==> src/rtl/sc_nadder.sv <==
// Stochastic scaled adder: picks one input channel per valid sample (pseudo-random
// or round-robin) and counts the ones of the resulting stream over fixed windows.
module sc_nadder #(
    parameter int          NUM_INPUTS = 4,
    parameter int          STREAM_LEN = 256,
    parameter logic [15:0] SEED       = 16'hACE1,
    localparam int         SEL_W      = $clog2(NUM_INPUTS),
    localparam int         CNT_W      = $clog2(STREAM_LEN + 1)
) (
    input  logic                  clk,
    input  logic                  rst,
    input  logic [NUM_INPUTS-1:0] in_bits,
    input  logic                  in_valid,
    input  logic                  mode,
    output logic                  out_bit,
    output logic                  out_valid,
    output logic [CNT_W-1:0]      sum_count,
    output logic                  count_valid
);

    // An all-zero seed would lock the LFSR, so it is replaced with 1.
    localparam logic [15:0]      LFSR_INIT = (SEED == 16'h0000) ? 16'h0001 : SEED;
    localparam logic [SEL_W-1:0] RR_LAST   = SEL_W'(NUM_INPUTS - 1);
    localparam logic [CNT_W-1:0] WIN_LAST  = CNT_W'(STREAM_LEN - 1);

    logic [15:0]      lfsr;
    logic [15:0]      lfsr_next;
    logic [SEL_W-1:0] rr_cnt;
    logic [SEL_W-1:0] rr_next;
    logic [SEL_W-1:0] sel;
    logic             sel_bit;
    logic [CNT_W-1:0] win_cnt;
    logic [CNT_W-1:0] ones_cnt;
    logic [CNT_W-1:0] ones_next;
    logic             win_done;

    always_comb begin
        lfsr_next = {lfsr[14:0], lfsr[15] ^ lfsr[13] ^ lfsr[12] ^ lfsr[10]};
        rr_next   = (rr_cnt == RR_LAST) ? '0 : rr_cnt + 1'b1;
        sel       = mode ? rr_cnt : lfsr[SEL_W-1:0];
        sel_bit   = in_bits[sel];
        ones_next = ones_cnt + CNT_W'(sel_bit);
        win_done  = (win_cnt == WIN_LAST);
    end

    // Both select sources step on every valid sample so a mode switch lands
    // mid-sequence rather than restarting either source.
    always_ff @(posedge clk) begin
        if (rst) begin
            lfsr   <= LFSR_INIT;
            rr_cnt <= '0;
        end else if (in_valid) begin
            lfsr   <= lfsr_next;
            rr_cnt <= rr_next;
        end
    end

    always_ff @(posedge clk) begin
        if (rst) begin
            out_bit   <= 1'b0;
            out_valid <= 1'b0;
        end else begin
            out_valid <= in_valid;
            if (in_valid) begin
                out_bit <= sel_bit;
            end
        end
    end

    // The sample that completes a window is folded into sum_count directly,
    // so the new window starts empty on the following cycle.
    always_ff @(posedge clk) begin
        if (rst) begin
            win_cnt     <= '0;
            ones_cnt    <= '0;
            sum_count   <= '0;
            count_valid <= 1'b0;
        end else begin
            count_valid <= 1'b0;
            if (in_valid) begin
                if (win_done) begin
                    sum_count   <= ones_next;
                    count_valid <= 1'b1;
                    win_cnt     <= '0;
                    ones_cnt    <= '0;
                end else begin
                    win_cnt  <= win_cnt + 1'b1;
                    ones_cnt <= ones_next;
                end
            end
        end
    end

endmodule

==> config.mk <==
export PLATFORM = sky130hd
export DESIGN_NAME = sc_nadder
export DESIGN_NICKNAME = d
export VERILOG_FILES = /design/src/rtl/sc_nadder.sv
export SDC_FILE = /design/constraint.sdc
export NUM_CORES = 1
export LEC_CHECK = 0
export ABC_AREA = 1
export CELL_PAD_IN_SITES_DETAIL_PLACEMENT = 1
export CELL_PAD_IN_SITES_GLOBAL_PLACEMENT = 2
export CORE_MARGIN = 2
export CORE_UTILIZATION = 29
export DETAILED_ROUTE_END_ITERATION = 10
export PLACE_DENSITY_LB_ADDON = 0.1
export SYNTH_ARGS = -nofsm -noshare
export SYNTH_HDL_FRONTEND = slang
export SYNTH_SLANG_ARGS = --single-unit
==> constraint.sdc <==
create_clock -name clk -period 1.99 [get_ports clk]
set_input_delay 0.597 -clock clk [delete_from_list [all_inputs] [get_ports clk]]
set_output_delay 0.597 -clock clk [all_outputs]
set_load 0.01 [all_outputs]
==> results.sh, run 1 <==
export IMPL_ys_ff_latch=48
export IMPL_final_nets=314
export IMPL_hold_path_class="reg2reg"
export IMPL_fp_row_count=30
export IMPL_cp_start_kind="primary input"
export IMPL_peakVddDrop_uv=255.0
export IMPL_drt_iter0_drc=91
export IMPL_outcome="finished clean"
export IMPL_pin_count=20
export IMPL_netlist_area_leader_share=0.4767
export IMPL_cts_sinks=48
export IMPL_leakagePower_nw=1.051
export IMPL_path_clk_slew_ns=0.09
export IMPL_firstDrtPassIters=4
export IMPL_clk_latency_ns=0.30
export IMPL_syn_area_um2=2016
export IMPL_antenna_found_initial=0
export IMPL_final_area_um2=2641
export IMPL_endpoint_kind="flip-flop"
export IMPL_async_reset_ff_frac=0
export IMPL_drc=0
export IMPL_first_global_vias=1714
export IMPL_post_layout_nonfiller_instances=383
export IMPL_cts_buffers=5
export IMPL_groute_usage_overall=0.1369
export IMPL_cts_tree="done"
export IMPL_hold_slack_ns=0.4520
export IMPL_grt_pass1_wl_um=8245
export IMPL_arrival_ns=2.03
export IMPL_wirelength_um=4720
export IMPL_gp_congestion=0.7497
export IMPL_drive_gt1_frac=0.1650
export IMPL_finClkSkew_ns=0.005211
export IMPL_finalSetupViolCount=0
export IMPL_worstPathRequired_ns=2.23
export IMPL_synthesis_area_per_instance_um2=7.357
export IMPL_die_x_um=87.37
export IMPL_syn_to_final_growth_pct=31.04
export IMPL_io_buffers=19
export IMPL_synth_top_area_cell="dfxtp_1"
export IMPL_initial_core_util=0.2983
export IMPL_worst_slack_ns=0.2009
export IMPL_syn_nets=286
export IMPL_worst_pin_slew_ns=0.2994
export IMPL_p_per_area_nw_per_um2=828.6
export IMPL_postCtsHoldBufs=0
export IMPL_finalCritPeriodShare=0.8990
export IMPL_crit_fanout=4
export IMPL_path_class="in2reg"
export IMPL_avgViaCountPerCell=4.527
export IMPL_dp_hpwl_um=3347
export IMPL_cp_cell_sequence="buf_4 > inv_2 > nand2_2 > nand2_2 > nand2_1 > nand3b_1 > nand2_2 > inv_2 > ha_4 > buf_4 > nand2_1 > nor2_4 > xor2_2 > nand2_1 > a21oi_1"
export IMPL_syn_instance_count=274
export IMPL_diodes=0
export IMPL_tns_ns=0
export IMPL_grt_overflow_total=0
export IMPL_ys_warn_count=0
export IMPL_drtAntennaViolNets=0
export IMPL_period_needed_ns=1.789
export IMPL_slew_headroom=0.8001
export IMPL_die_area_um2=7634
export IMPL_ys_top_cells_by_area="dfxtp_1 (48%), nand2_1 (14%), nor2_1 (7.4%)"
export IMPL_placed_cell_area_um2=2374
export IMPL_wire_per_inst_um=12.32
export IMPL_cts_root_buf="clkbuf_8"
export IMPL_vias=1734
export IMPL_fmax_mhz=558.9
export IMPL_core_area_um2=6756
export IMPL_grt_max_degree=28
export IMPL_clockBufferDepth=2
export IMPL_critical_path_max_stage_delay_ns=0.18
export IMPL_synth_seq_area_share=0.4767
export IMPL_slew_violations=0
export IMPL_die_h_um=87.37
export IMPL_placed_cells=375
export IMPL_h_tree_depth=2
export IMPL_cap_violations=0
export IMPL_hold_viol_final=0
export IMPL_critical_path_slowest_cell="nor2_4"
export IMPL_synth_cell_type_count=22
export IMPL_synth_edf_count=0
export IMPL_synth_main_ff_cell="dfxtp_1"
export IMPL_dp_slack_ns=-0.6716
[path summary, 6_finish.rpt]
path                                  start                         to  slack [ns]  depth (start not counted)
hold reg to reg   sum_count[3]$_SDFFE_PP0P_  sum_count[3]$_SDFFE_PP0P_        0.45                          2
setup / recovery                       mode   ones_cnt[3]$_SDFFE_PP0P_        0.20                         15
setup reg to reg     rr_cnt[0]$_SDFFE_PP0P_   ones_cnt[3]$_SDFFE_PP0P_        0.25                         13
hold / removal    sum_count[3]$_SDFFE_PP0P_  sum_count[3]$_SDFFE_PP0P_        0.45                          2
[cells in the mapped netlist, types with 4 or more instances]
cell	number
a21oi_1	15
xor2_1	5
dfxtp_1	48
buf_2	5
inv_1	21
clkbuf_1	4
ha_1	4
o21ai_1	11
o21ai_0	12
nor2_1	40
xnor2_1	4
nand2_1	74
nand3_1	15
[layout by cell type, fill, tap and decap left out, drive strengths merged]
master / count
o21ai: 24
nand3b: 3
xnor2: 4
nor2: 42
xor2: 5
a21oi: 15
nand2: 74
dfxtp: 48
clkbuf: 5
dlymetal6s2s: 4
clkdlybuf4s50: 14
ha: 4
bufinv: 3
inv: 24
o21bai: 1
nand3: 16
nor3: 3
buf: 14
[critical path, delay by kind of cell]
kind                     cells  cell delay [ns]
AO/OA/AOI/OAI                1             0.11
XOR/XNOR                     1             0.18
adder cells (fa/ha/maj)      1             0.13
buffers and inverters        4             0.35
AND/OR/NAND/NOR              8             0.66
[power breakdown]
group	leakage (nW)	switching [W]	total, W	internal (W)
clock	0.0784	0.000343	0.000971	0.000628
combinational	0.580	0.000106	0.000193	0.0000871
sequential	0.393	0.0000260	0.00102	0.000998
total	1.05	0.000475	0.00219	0.00171
[cell families (layout without fill, tap and decap cells)]
logic type,count (synthesis),count (layout),share of synthesized area
compound gates,40,40,0.1024
xor+xnor,9,9,0.03910
fa+ha+maj,4,4,0.02483
buf+inv,35,64,0.07200
flops,48,48,0.4767
simple gates,138,138,0.2849
[layer usage]
| layer | vias up | global-route usage | routed length [um] |
|---|---|---|---|
| li1 | 915 | - | - |
| met4 | 0 | 0.04196 | 59 |
| met2 | 13 | 0.2142 | 2127 |
| met5 | - | 0 | 0 |
| met1 | 801 | 0.1886 | 2425 |
| met3 | 5 | 0.02938 | 106 |
[stage by stage]
| step | power (W) | util |
|---|---|---|
| detailed placement | 0.001224 | 0.3513 |
| global route | 0.002290 | 0.3909 |
| finish | 0.002188 | 0.3909 |
| floorplan | 0.001150 | - |
| CTS | 0.002226 | 0.3846 |
| global placement | 0.001223 | 0.3513 |
[registers in the layout (all words and copies together), names as in the netlist]
signal and count:
lfsr 16, ones_cnt 9, sum_count 9, win_cnt 9, rr_cnt 2, count_valid 1
out_bit 1, out_valid 1
[final cells by class]
class / instances / area (um^2)
timing repair buffer: 32 / 320.3
multi-input combinational: 191 / 1011
sequential: 48 / 960.9
clock buffer: 5 / 68.82
clock inverter: 3 / 90.09
inverter: 24 / 90.09
fill: 834 / 4115
tap: 80 / 100.1
[what timing repair did]
item | CTS | global route
pin swaps | 1 | 16
buffers inserted | 0 | 0
cloned | 0 | 0
gates resized for setup | 12 | 22
setup endpoints to repair | 16 | 14
No activity file was read; power rests on OpenSTA's default activity.
==> run 2: changes to the inputs <==
- CELL_PAD_IN_SITES_DETAIL_PLACEMENT: 1 -> unset
- CELL_PAD_IN_SITES_GLOBAL_PLACEMENT: 2 -> unset
- CORE_UTILIZATION: 29 -> 41
- PLACE_DENSITY_LB_ADDON: 0.1 -> unset
==> results.sh, run 2 (same netlist as run 1, synthesis figures left out) <==
export IMPL_leakagePower_nw=1.024
export IMPL_mostFrequentLayoutCells="nand2_1 (71), dfxtp_1 (47), nor2_1 (38)"
export IMPL_multi_input_area_um2=985.9
export IMPL_core_area_um2=4723
export IMPL_drive_gt1_frac=0.1447
export IMPL_dp_hpwl_um=2618
export IMPL_peakVddDrop_uv=299.9
export IMPL_hold_path_endpoint="sum_count[2]$_SDFFE_PP0P_"
export IMPL_drt_iter0_drc=57
export IMPL_h_tree_depth=2
export IMPL_die_x_um=74.12
export IMPL_final_area_um2=2542
export IMPL_r2r_setup_slack_ns=0.22
export IMPL_grt_pass1_wl_um=6451
export IMPL_hold_viol_final=0
export IMPL_final_nets=315
export IMPL_slew_headroom=0.8123
export IMPL_worst_pin_slew_ns=0.2812
export IMPL_hold_slack_ns=0.4532
export IMPL_regMostFlops="lfsr"
export IMPL_wire_per_inst_um=10.38
export IMPL_fillers=462
export IMPL_wirelength_um=3850
export IMPL_first_global_vias=1444
export IMPL_reg2regPathDepth=15
export IMPL_hold_path_class="reg2reg"
export IMPL_outcome="finished clean"
export IMPL_seqCellArea_um2=962.2
export IMPL_syn_to_final_growth_pct=26.13
export IMPL_arrival_ns=2.01
export IMPL_finalCritPeriodShare=0.9129
export IMPL_cts_buffers=5
export IMPL_antenna_found_initial=0
export IMPL_largest_reg_flops=16
export IMPL_grt_max_degree=20
export IMPL_total_power_w=0.001895
export IMPL_r2r_start="lfsr[0]$_SDFFE_PP1P_"
export IMPL_path_class="in2reg"
export IMPL_groute_usage_overall=0.1564
export IMPL_critical_path_max_stage_delay_ns=0.14
export IMPL_path_clk_slew_ns=0.08
export IMPL_hold_depth=2
export IMPL_placed_cell_area_um2=2345
export IMPL_cp_start_kind="primary input"
export IMPL_endpoint_kind="flip-flop"
export IMPL_diodes=0
export IMPL_cts_tree="done"
export IMPL_hp_start="sum_count[2]$_SDFFE_PP0P_"
export IMPL_finalSetupViolCount=0
export IMPL_gp_congestion=0.7345
export IMPL_drtAntennaViolNets=0
export IMPL_io_buffers=19
export IMPL_critical_path_slowest_cell="ha_4"
export IMPL_crit_fanout=4
export IMPL_initial_core_util=0.4268
export IMPL_post_layout_nonfiller_instances=371
export IMPL_avgViaCountPerCell=4.536
export IMPL_slew_violations=0
export IMPL_vias=1683
export IMPL_placed_cells=362
export IMPL_die_area_um2=5493
export IMPL_fp_row_count=25
export IMPL_period_needed_ns=1.817
export IMPL_die_h_um=74.12
export IMPL_cts_root_buf="clkbuf_8"
export IMPL_p_per_area_nw_per_um2=745.4
export IMPL_cts_sinks=48
export IMPL_mostFrequentLayoutCell="nand2_1"
export IMPL_clk_latency_ns=0.30
export IMPL_finClkSkew_ns=0.008673
export IMPL_drc=0
export IMPL_rr_endpoint="ones_cnt[6]$_SDFFE_PP0P_"
export IMPL_grt_overflow_total=0
export IMPL_pin_count=20
export IMPL_firstDrtPassIters=4
export IMPL_cp_cell_sequence="clkbuf_2 > inv_1 > nand2_2 > nand2_2 > nand2_1 > nand3b_1 > nand2_2 > inv_2 > ha_4 > ha_4 > nand3_4 > nor2_2 > nand2_1 > nand2_1 > nor2_1 > nor2_1 > nor2_1"
export IMPL_fmax_mhz=550.5
export IMPL_clockBufferDepth=2
export IMPL_worstPathRequired_ns=2.19
export IMPL_cap_violations=0
## run 2: report_power, final
part	internal [W]	total (W)	leakage, nW	switching [W]
clock	0.000373	0.000689	0.0552	0.000316
sequential	0.000998	0.00102	0.393	0.0000260
combinational	0.0000839	0.000182	0.576	0.0000977
## run 2: how the worst max path moves through the flow
stage | startpoint | depth (start not counted) | to | slack [ns]
final | mode | 17 | ones_cnt[6]$_SDFFE_PP0P_ | 0.17
after floorplan | mode | 13 | ones_cnt[6]$_SDFFE_PP0P_ | 0.02
after CTS | in_bits[2] | 12 | ones_cnt[3]$_SDFFE_PP0P_ | 0.006
after detailed placement | mode | 16 | sum_count[8]$_SDFFE_PP0P_ | -0.67
after global placement | mode | 16 | sum_count[8]$_SDFFE_PP0P_ | -0.61
after global routing | mode | 17 | ones_cnt[6]$_SDFFE_PP0P_ | -0.004
## run 2: metrics by stage
step	utilization	setup TNS, ns	setup WS [ns]
final	0.5383	0	0.1734
after global routing	0.5383	-0.003524	-0.003524
after CTS	0.5295	0	0.006230
after detailed placement	0.4964	-8.685	-0.6661
after global placement	0.4964	-7.656	-0.6051
after floorplan	-	0	0.02023
## run 2: metal layers
metal / global-route usage / wire [um] / vias up
li1: - / - / 923
met1: 0.2062 / 1969 / 727
met2: 0.2302 / 1629 / 25
met3: 0.04607 / 158 / 8
met4: 0.08485 / 92 / 0
met5: 0 / 0 / -
## run 2: repair_timing
item | CTS | global route
endpoints found under the hold margin | 0 | 0
hold buffers | 0 | 0
buffers inserted | 1 | 0
cloned | 0 | 0
pin swaps | 1 | 12
resized for setup | 10 | 16
setup endpoints to repair | 16 | 13
## run 2: worst max-delay path: cells and delay by family
family | cells | cell delay [ns]
and+or+nand+nor | 12 | 0.90
adders and majority gates | 2 | 0.27
buffers and inverters | 3 | 0.24
## run 2: area by class of cell
cell class	count	area share
clock buffer	6	0.02854
clock inverter	2	0.01378
multi-input combinational	191	0.3878
sequential	48	0.3784
timing repair buffer	33	0.1230
inverter	24	0.03543
tap	67	0.03297
